<file path="src/rtl/shift_reg_ser_ctrl.sv">
`default_nettype none
// ============================================================================
// Module   : shift_reg_ser_ctrl
// Purpose  : Word-to-bit serialiser sequencer. Accepts parallel words over a
//            valid/ready handshake, loads them into a shift register and
//            streams them out one bit per accepted beat, MSB- or LSB-first.
//            It can insert optional idle cycles between words, and it counts
//            completed words.
// Ports    : clk        - clock, all state changes on posedge
//            reset_n    - synchronous reset, active-low
//            in_valid   - producer has a word on in_data
//            in_ready   - block can accept a word this cycle
//            in_data    - parallel word (WIDTH bits)
//            msb_first  - bit order, sampled only on the load handshake
//            abort      - synchronous abort of the word in flight
//            ser_ready  - consumer accepts the current bit this cycle
//            ser_valid  - ser_out holds a valid bit
//            ser_out    - current serial bit
//            ser_last   - current bit is the final bit of the word
//            busy       - sequencer is not idle
//            word_cnt   - completed-word counter (wraps)
// Revision : 1.0 - initial release
// ============================================================================
module shift_reg_ser_ctrl #(
    parameter int WIDTH = 8,
    parameter int GAP   = 0
) (
    input  logic             clk,
    input  logic             reset_n,
    input  logic             in_valid,
    output logic             in_ready,
    input  logic [WIDTH-1:0] in_data,
    input  logic             msb_first,
    input  logic             abort,
    input  logic             ser_ready,
    output logic             ser_valid,
    output logic             ser_out,
    output logic             ser_last,
    output logic             busy,
    output logic [15:0]      word_cnt
);

    localparam int         CNT_W    = $clog2(WIDTH);
    localparam logic [3:0] GAP_LOAD = 4'((GAP > 0) ? (GAP - 1) : 0);

    typedef enum logic [1:0] {
        S_IDLE  = 2'd0,
        S_SHIFT = 2'd1,
        S_GAP   = 2'd2
    } state_t;

    state_t             r_state;
    state_t             w_state_nxt;
    logic [WIDTH-1:0]   r_sr;
    logic               r_msb;
    logic [CNT_W-1:0]   r_bit_cnt;
    logic [3:0]         r_gap_cnt;
    logic [15:0]        r_word_cnt;

    logic               w_load;
    logic               w_beat;
    logic               w_last_beat;
    logic               w_abort_word;

    // ------------------------------------------------------------------
    // State register
    // ------------------------------------------------------------------
    always_ff @(posedge clk) begin
        if (!reset_n) begin
            r_state <= S_IDLE;
        end else begin
            r_state <= w_state_nxt;
        end
    end

    // ------------------------------------------------------------------
    // Next-state and output decode
    // ------------------------------------------------------------------
    always_comb begin
        w_state_nxt  = r_state;
        w_load       = 1'b0;
        w_beat       = 1'b0;
        w_last_beat  = 1'b0;
        w_abort_word = 1'b0;

        case (r_state)
            S_IDLE: begin
                // abort in IDLE suppresses a coincident load
                if (in_valid && !abort) begin
                    w_load      = 1'b1;
                    w_state_nxt = S_SHIFT;
                end
            end
            S_SHIFT: begin
                if (abort) begin
                    // abort beats a coincident last beat: the word is not counted
                    w_abort_word = 1'b1;
                    w_state_nxt  = S_IDLE;
                end else if (ser_ready) begin
                    w_beat = 1'b1;
                    if (r_bit_cnt == '0) begin
                        w_last_beat = 1'b1;
                        w_state_nxt = (GAP > 0) ? S_GAP : S_IDLE;
                    end
                end
            end
            S_GAP: begin
                if (abort) begin
                    w_abort_word = 1'b1;
                    w_state_nxt  = S_IDLE;
                end else if (r_gap_cnt == 4'd0) begin
                    w_state_nxt = S_IDLE;
                end
            end
            default: begin
                w_state_nxt = S_IDLE;
            end
        endcase
    end

    // Outputs come from registered state only; reset_n gating forces them
    // low for the whole time reset is held, not just after the first edge.
    always_comb begin
        in_ready  = reset_n && (r_state == S_IDLE);
        ser_valid = reset_n && (r_state == S_SHIFT);
        busy      = reset_n && (r_state != S_IDLE);
        ser_out   = ser_valid && (r_msb ? r_sr[WIDTH-1] : r_sr[0]);
        ser_last  = ser_valid && (r_bit_cnt == '0);
        word_cnt  = r_word_cnt;
    end

    // ------------------------------------------------------------------
    // Datapath: shift register, bit/gap counters, word counter
    // ------------------------------------------------------------------
    always_ff @(posedge clk) begin
        if (!reset_n) begin
            r_sr       <= '0;
            r_msb      <= 1'b0;
            r_bit_cnt  <= '0;
            r_gap_cnt  <= 4'd0;
            r_word_cnt <= 16'd0;
        end else begin
            if (w_load) begin
                r_sr      <= in_data;
                r_msb     <= msb_first;
                r_bit_cnt <= CNT_W'(WIDTH - 1);
            end else if (w_abort_word) begin
                r_sr <= '0;
            end else if (w_beat) begin
                // shift toward the output bit with zero fill
                r_sr      <= r_msb ? {r_sr[WIDTH-2:0], 1'b0} : {1'b0, r_sr[WIDTH-1:1]};
                r_bit_cnt <= r_bit_cnt - 1'b1;
            end

            if (w_last_beat) begin
                r_word_cnt <= r_word_cnt + 16'd1;
                r_gap_cnt  <= GAP_LOAD;
            end else if (r_state == S_GAP && r_gap_cnt != 4'd0) begin
                r_gap_cnt <= r_gap_cnt - 4'd1;
            end
        end
    end

endmodule
`default_nettype wire

</file>
<file path="config.mk">
export PLATFORM = sky130hd
export DESIGN_NAME = shift_reg_ser_ctrl
export DESIGN_NICKNAME = d
export VERILOG_FILES = /design/src/rtl/shift_reg_ser_ctrl.sv
export SDC_FILE = /design/constraint.sdc
export NUM_CORES = 1
export LEC_CHECK = 0
export ABC_AREA = 1
export BUFFER_PORTS_ARGS = -buffer_cell sky130_fd_sc_hd__buf_4
export CELL_PAD_IN_SITES_DETAIL_PLACEMENT = 0
export CELL_PAD_IN_SITES_GLOBAL_PLACEMENT = 1
export CORE_MARGIN = 2
export CORE_UTILIZATION = 37
export DETAILED_ROUTE_END_ITERATION = 10
export GPL_TIMING_DRIVEN = 1
export PLACE_DENSITY = 0.78
export SLEW_MARGIN = 10
export SYNTH_ARGS = -nofsm -noshare
export SYNTH_HDL_FRONTEND = slang
export SYNTH_SLANG_ARGS = --single-unit
</file>
<file path="constraint.sdc">
create_clock -name clk -period 1.71 [get_ports clk]
set_input_delay 0.0855 -clock clk [delete_from_list [all_inputs] [get_ports clk]]
set_output_delay 0.0855 -clock clk [all_outputs]
set_load 0.03 [all_outputs]
</file>
# Word-level counts from Yosys, hierarchy flattened
# Cells that the tools add are included.
# classes
n_addsub,3
n_mul,0
n_div,0
order_cmp,0
eq_ne,7
shift,0
muxes,26
n_bitwise,1
n_reduce_logical,19
# ops
cell,n
8-bit two-way mux,4
"16-bit by 1-bit adder with 16-bit output, second input constant",1
1-bit two-way mux,12
2-bit two-way mux,6
3-bit two-way mux,3
1-bit logical AND,7
"3-bit != test, second input constant",2
2-bit case mux with 3 select lines,1
4-bit logical NOT,1
"2-bit != test, second input constant",2
4-bit AND reduction,1
2-bit nonzero test,2
4-bit nonzero test,1
2-bit OR reduction,2
"4-bit by 1-bit subtractor with 4-bit output, second input constant",1
3-bit logical NOT,1
"3-bit by 2-bit != test with 1-bit output, second input constant",1
3-bit nonzero test,1
"3-bit by 1-bit subtractor with 3-bit output, second input constant",1
"2-bit by 1-bit == test with 1-bit output, second input constant",1
"2-bit == test, second input constant",1
2-bit logical NOT,1
2-bit AND reduction,1
1-bit logical NOT,1
1-bit inverter,1
# word_totals
reg_bits,34
latchBits,0
mem_bits_rw,0
rom_bits,0
in_bits,14
output_inout_bits,21
word_cells,62
mem_count,0

# Depth between registers and ports, before layout
# Gate-level depths: netlist of the first run.
# logic_depth
word_depth,6
mapped_depth,9
depth_no_buf,9

# Worst setup path after synthesis of the first run
# OpenSTA, ideal clock, no wires.
# synth_path
path_type,register to register
start,"register r_word_cnt[0], in the netlist word_cnt[0]"
end,"register r_word_cnt[14], in the netlist word_cnt[14]"
setup_time_ps,113
t_arrival_ps,1420
t_required_ps,1597
slack_ps,177
path_stages_with_launch,9
n_path_buf,0
period_less_slack_ps,1533
path_cell_list,dfxtp_1 -> ha_1 -> nand3_1 -> nor2_2 -> nand3_1 -> nor2_1 -> nand2_1 -> nand2_1 -> nor2_1
# synth_between
elab_chain_len,1
# synth_rtl
item,line_no,text
start: declaration,58,logic [15:0] r_word_cnt;
start signal: assignment,156,r_word_cnt <= r_word_cnt + 16'd1;
16-bit by 1-bit adder with 16-bit output,156,
# Every way passes these cells.
# A chain may end at the register's enable or synchronous reset.

# Worst setup path after layout of the first run
# layout_path
start,register r_bit_cnt[0]
end,"register r_word_cnt[5], in the netlist word_cnt[5]"
# layout_between
elab_chain_len,5
# layout_rtl
item,line_no,text
start: declaration,56,logic [CNT_W-1:0] r_bit_cnt;
start signal: assignment,146,r_bit_cnt <= CNT_W'(WIDTH - 1);
start signal: assignment,152,r_bit_cnt <= r_bit_cnt - 1'b1;
3-bit logical NOT,101,if (r_bit_cnt == '0) begin
1-bit two-way mux,101,
1-bit two-way mux,99,end else if (ser_ready) begin
1-bit two-way mux,95,if (abort) begin
1-bit two-way mux,86,case (r_state)
# Every way passes these cells.

==> flow_metrics.env, run 1 <==
export IMPL_status="finished, final reports clean"
export IMPL_synth_area_leaders="dfxtp_1, nand2_1, nor2_1, a21oi_1, o21ai_0"
export IMPL_dieArea_mm2=0.004745
export IMPL_seq_area_um2=580.6
export IMPL_critical_path_required_ps=1880
export IMPL_wirelength_um=3499
export IMPL_ys_flop_type="dfxtp_1"
export IMPL_timing_hold_violations_final=0
export IMPL_gp_congestion=0.7925
export IMPL_placed_area_mm2=0.001847
export IMPL_synth_most_common_cell="nand2_1"
export IMPL_setup_viol=0
export IMPL_synth_cells_most_frequent="nand2_1, nor2_1, dfxtp_1"
export IMPL_grt_pass1_vias=1323
export IMPL_synth_cell_area_mm2=0.001558
export IMPL_first_pass_iters=4
export IMPL_cts_resized=0
export IMPL_yosysWarnings=0
export IMPL_first_iter_violations=68
export IMPL_grt_setup_unrepaired="no"
export IMPL_ys_ff_latch=29
export IMPL_vias=1480
export IMPL_period_share_pct=88.05
export IMPL_maxCapViolCount=0
export IMPL_clock_sinks=29
export IMPL_cts_tree="yes"
export IMPL_syn_to_final_growth_pct=24.10
export IMPL_leakage_nw=0.8537
export IMPL_cts_setup_buffers=0
export IMPL_peakVddDrop_v=0.0004433
export IMPL_cp_end_kind="flop"
export IMPL_yosys_area_top_type="dfxtp_1"
export IMPL_synth_mux_area_share_pct=0
export IMPL_max_slew_margin_pct=81.87
export IMPL_p_per_area_mw_per_mm2=766.9
export IMPL_clk_pin_slew_ps=60
export IMPL_worstSetupStartpointType="flop"
export IMPL_synthSimpleGateAreaFrac_pct=34.62
export IMPL_worstHoldPathType="in -> reg"
export IMPL_stdcell_area_mm2=0.001933
export IMPL_fmax_mhz=664.1
export IMPL_drive_gt1_share_pct=19.56
export IMPL_synthCells=234
export IMPL_synth_top_family_by_area="simple AND/OR/NAND/NOR gates"
export IMPL_io_pins=35
export IMPL_nNetsFinal=288
export IMPL_critPathKind="reg -> reg"
export IMPL_synthXorXnorAreaFrac_pct=1.687
export IMPL_synth_compound_area_share_pct=14.46
export IMPL_tightest_slew_ps=270.3
export IMPL_wl_per_cell_um=10.90
export IMPL_drc=0
export IMPL_synth_seq_area_share_pct=37.27
export IMPL_drv_slew=0
export IMPL_clk_latency_ps=280
export IMPL_io_buffers=34
export IMPL_period_needed_ps=1506
export IMPL_grt_overflow=0
export IMPL_clockRootBuffer="clkbuf_8"
export IMPL_synth_cell_types=26
export IMPL_multi_input_area_um2=828.3
export IMPL_cts_buffers_inserted=5
export IMPL_async_flop_share_pct=0
export IMPL_rows=23
export IMPL_critPathArrivalTime_ps=1670
export IMPL_dp_hpwl_um=2522
export IMPL_start_util_pct=38.66
export IMPL_core_region_area_mm2=0.004029
export IMPL_max_clock_path_buffers=2
export IMPL_synthAdderAreaFrac_pct=2.410
export IMPL_final_util_pct=47.98
export IMPL_h_tree_depth=2
export IMPL_n_antenna_cell=0
export IMPL_tns_ps=0
export IMPL_fp_dieW_um=68.89
export IMPL_vias_per_cell=4.611
export IMPL_post_synth_cell_area_avg_um2=6.657
export IMPL_die_h_um=68.89
export IMPL_antenna_found_initial=0
export IMPL_grt_max_degree=24
export IMPL_grt_pass1_wl_um=5685
export IMPL_synth_top_area_share_pct=37.27
export IMPL_ant_nets=0
export IMPL_crit_fanout=8
export IMPL_fin_worst_skew_ps=3.916
export IMPL_cts_hold_buf=0
export IMPL_synth_edf_count=0
export IMPL_grt_usage_pct=16.17
export IMPL_fill_cells=456
export IMPL_syn_nets=251
## final cells by class
type / instances / share of cell area [%]
flip-flops and latches: 29 / 30.03
repair buffers: 36 / 13.98
multi-input cells: 171 / 42.85
well taps: 50 / 3.236
clock buffers: 7 / 4.466
inverters: 28 / 5.437
## layout by cell type (no fill, tap or decap), drive strengths merged
cell type / count
xnor2: 2
nor2: 41
o21a: 1
buf: 36
ha: 3
a22oi: 2
inv: 26
nand4: 3
xor2: 1
nand2: 63
a21oi: 20
dfxtp: 29
a211oi: 1
clkinv: 2
nand3: 15
o21ai: 19
clkbuf: 7
## state kept, by name, indices dropped and copies added (netlist names)
| signal | cells |
|---|---|
| r_state | 1 |
| r_bit_cnt | 3 |
| r_msb | 1 |
| word_cnt | 16 |
| r_sr | 8 |
## stage by stage
| stage | hold WS [ps] | setup slack [ps] | std cells | power, mW |
|---|---|---|---|---|
| finish | 114.6 | 204.3 | 321 | 1.482 |
| global route | 118.6 | 23.67 | 321 | 1.563 |
| CTS | 104.8 | 217.7 | 321 | 1.508 |
| detailed placement | 400.7 | 225.0 | 314 | 0.9318 |
| global placement | 388.5 | 247.4 | 314 | 0.9333 |
| floorplan | 223.9 | 176.7 | 234 | 0.8741 |
## metal layers
metal	share of wire [%]	global-route usage, %	vias up
li1	-	-	815
met1	48	19.64	634
met2	46	26.08	27
met3	4.9	6.169	4
met4	0.74	5.637	0
met5	0	0	-
## kinds of logic (layout without fill, tap and decap cells)
group                      Yosys count  count (layout)
DFF                                 29              29
adders and majority gates            3               3
AOI/OAI and AO/OA                   43              43
and+or+nand+nor                    122             122
xor gates and xnor gates             3               3
buffers and inverters               34              71
## report_power, final
group	switching, mW	total, mW	internal, mW
Combinational	0.116	0.192	0.0759
Clock	0.248	0.567	0.319
Sequential	0.0192	0.724	0.704
## worst paths after layout
kind	cells after the start	to	slack [ps]	from
setup / recovery	8	word_cnt[5]	200	r_bit_cnt[0]
hold / removal	3	r_sr[3]	110	in_data[3]
setup reg to reg	8	word_cnt[5]	200	r_bit_cnt[0]
hold reg to reg	2	word_cnt[15]	500	word_cnt[15]
## worst max-delay path, cell delays in order (launching register included)
cell and delay (ps):
dfxtp_1 310, inv_1 80, ha_1 170, nand3_1 140, nor2_4 210, buf_4 190
nand2_1 70, o21ai_0 170, a21oi_1 60
No activity file was read; power rests on OpenSTA's default activity.
==> run 2: changes to the inputs <==
- CAP_MARGIN: default -> 0
- CORE_UTILIZATION: 37 -> 40
- PLACE_DENSITY: 0.78 -> default
- PLACE_DENSITY_LB_ADDON: default -> 0.1
- clock period: 1.71 -> 2 ns (I/O delays scaled with it)
==> flow_metrics.env, run 2 (synthesis results as in run 1) <==
export IMPL_status="finished, final reports clean"
export IMPL_syn_to_final_growth_pct=22.57
export IMPL_setup_viol=0
export IMPL_p_per_area_mw_per_mm2=651.1
export IMPL_max_clock_path_buffers=2
export IMPL_n_antenna_cell=0
export IMPL_cts_buffers_inserted=5
export IMPL_nNetsFinal=286
export IMPL_dp_hpwl_um=2416
export IMPL_fmax_mhz=618.6
export IMPL_crit_fanout=15
export IMPL_period_needed_ps=1617
export IMPL_cp_end_kind="flop"
export IMPL_grt_met2_usage_pct=27.25
export IMPL_grt_usage_pct=17.22
export IMPL_cts_resized=0
export IMPL_max_stage_delay_ps=320
export IMPL_placed_area_mm2=0.001829
export IMPL_critical_path_required_ps=2180
export IMPL_die_h_um=66.41
export IMPL_min_to="r_sr[0]"
export IMPL_worstSetupStartpointType="flop"
export IMPL_rows=22
export IMPL_peakVddDrop_v=0.0003864
export IMPL_max_slew_margin_pct=77.59
export IMPL_clk_pin_slew_ps=60
export IMPL_vias=1532
export IMPL_antenna_found_initial=0
export IMPL_timing_rr_start="r_bit_cnt[0]"
export IMPL_cts_hold_buf=0
export IMPL_wl_per_cell_um=10.48
export IMPL_use_met1_pct=21.98
export IMPL_slowest_stage="nor2_4"
export IMPL_dieArea_mm2=0.004410
export IMPL_drc=0
export IMPL_stdcell_area_mm2=0.001909
export IMPL_fin_worst_skew_ps=4.943
export IMPL_drive_gt1_share_pct=18.52
export IMPL_worstHoldPathType="in -> reg"
export IMPL_clockRootBuffer="clkbuf_8"
export IMPL_cp_num_buf_inv=1
export IMPL_final_cell_mix="nand2_1, nor2_1, buf_4, dfxtp_1, inv_1"
export IMPL_critPathArrivalTime_ps=1790
export IMPL_gp_congestion=0.7631
export IMPL_worst_r2r_path_depth=9
export IMPL_fp_dieW_um=66.41
export IMPL_timing_hold_violations_final=0
export IMPL_start_util_pct=41.92
export IMPL_mostFrequentLayoutCell="nand2_1"
export IMPL_critPathKind="reg -> reg"
export IMPL_io_pins=35
export IMPL_wirelength_um=3333
export IMPL_grt_pass1_vias=1365
export IMPL_core_region_area_mm2=0.003716
export IMPL_holdPathStages=5
export IMPL_grt_pass1_wl_um=5837
export IMPL_largest_reg_flops=16
export IMPL_h_tree_depth=2
export IMPL_vias_per_cell=4.818
export IMPL_tns_ps=0
export IMPL_drv_slew=0
export IMPL_io_buffers=34
export IMPL_tightest_slew_ps=335.4
export IMPL_clk_latency_ps=280
export IMPL_p_total_mw=1.243
export IMPL_clock_sinks=29
export IMPL_period_share_pct=80.83
export IMPL_leakage_nw=0.8382
export IMPL_cts_tree="yes"
export IMPL_r2r_end="word_cnt[13]"
export IMPL_grt_setup_unrepaired="no"
export IMPL_globalRouteMet3Util_pct=4.259
export IMPL_ant_nets=0
export IMPL_maxCapViolCount=0
export IMPL_first_iter_violations=87
export IMPL_holdWs_ps=115.8
export IMPL_grt_busiest_layer="met2"
export IMPL_crit_chain="inv_1, ha_1, nand3_1, nor2_4, nand3_1, nor2_2, nand2_1, nand2_1, nor2_1"
export IMPL_path_delay_family="simple AND/OR/NAND/NOR gates"
export IMPL_r2r_slack_ps=380
export IMPL_hp_start="in_data[0]"
export IMPL_cts_setup_buffers=0
export IMPL_grt_max_degree=24
export IMPL_grt_overflow=0
export IMPL_first_pass_iters=4
run 2: cell types whose count changed in the layout (fill, tap and decap cells not counted), sizes merged:
cell | before | now
buf | 36 | 34
clkbuf | 7 | 8
run 2: worst max-delay path by stage:
stage	startpoint	endpoint	depth (start not counted)
2_1_floorplan	word_cnt[0]	word_cnt[14]	8
3_3_place_gp	r_bit_cnt[0]	word_cnt[13]	9
3_5_place_dp	r_bit_cnt[0]	word_cnt[13]	9
4_1_cts	r_bit_cnt[0]	word_cnt[13]	9
5_1_grt	r_bit_cnt[0]	word_cnt[14]	9
6_report	r_bit_cnt[0]	word_cnt[13]	9
run 2: layout make-up:
| cell class | count | area [um2] |
|---|---|---|
| clock buffers | 8 | 80.08 |
| flip-flops and latches | 29 | 580.6 |
| multi-input cells | 171 | 828.3 |
| well taps | 48 | 60.06 |
| repair buffers | 34 | 255.2 |
| fillers | 418 | 1807 |
| inverters | 28 | 105.1 |
run 2: report_power, final:
| part | switching, mW | internal, mW | leakage, nW |
|---|---|---|---|
| clock | 0.217 | 0.247 | 0.0395 |
| sequential | 0.0189 | 0.602 | 0.236 |
| combinational | 0.0958 | 0.0627 | 0.563 |
run 2: tightest hold or removal path: cells and delay by family:
family	cells	cell delay (ps)
buffers and inverters	1	70
and+or+nand+nor	4	180
run 2: routing by layer:
layer	routed length, um	part of all wire [%]
met4	60	1.8
met5	0	0
met3	140	4.2
met2	1494	45
met1	1638	49
run 2: stage by stage:
| stage | util, % | instances | setup WS [ps] |
|---|---|---|---|
| after floorplan | - | 234 | 466.7 |
| after global placement | 49.23 | 310 | 432.7 |
| after detailed placement | 49.23 | 310 | 396.2 |
| after CTS | 51.38 | 318 | 396.0 |
| after global routing | 51.38 | 318 | 183.4 |
| final | 51.38 | 318 | 383.4 |
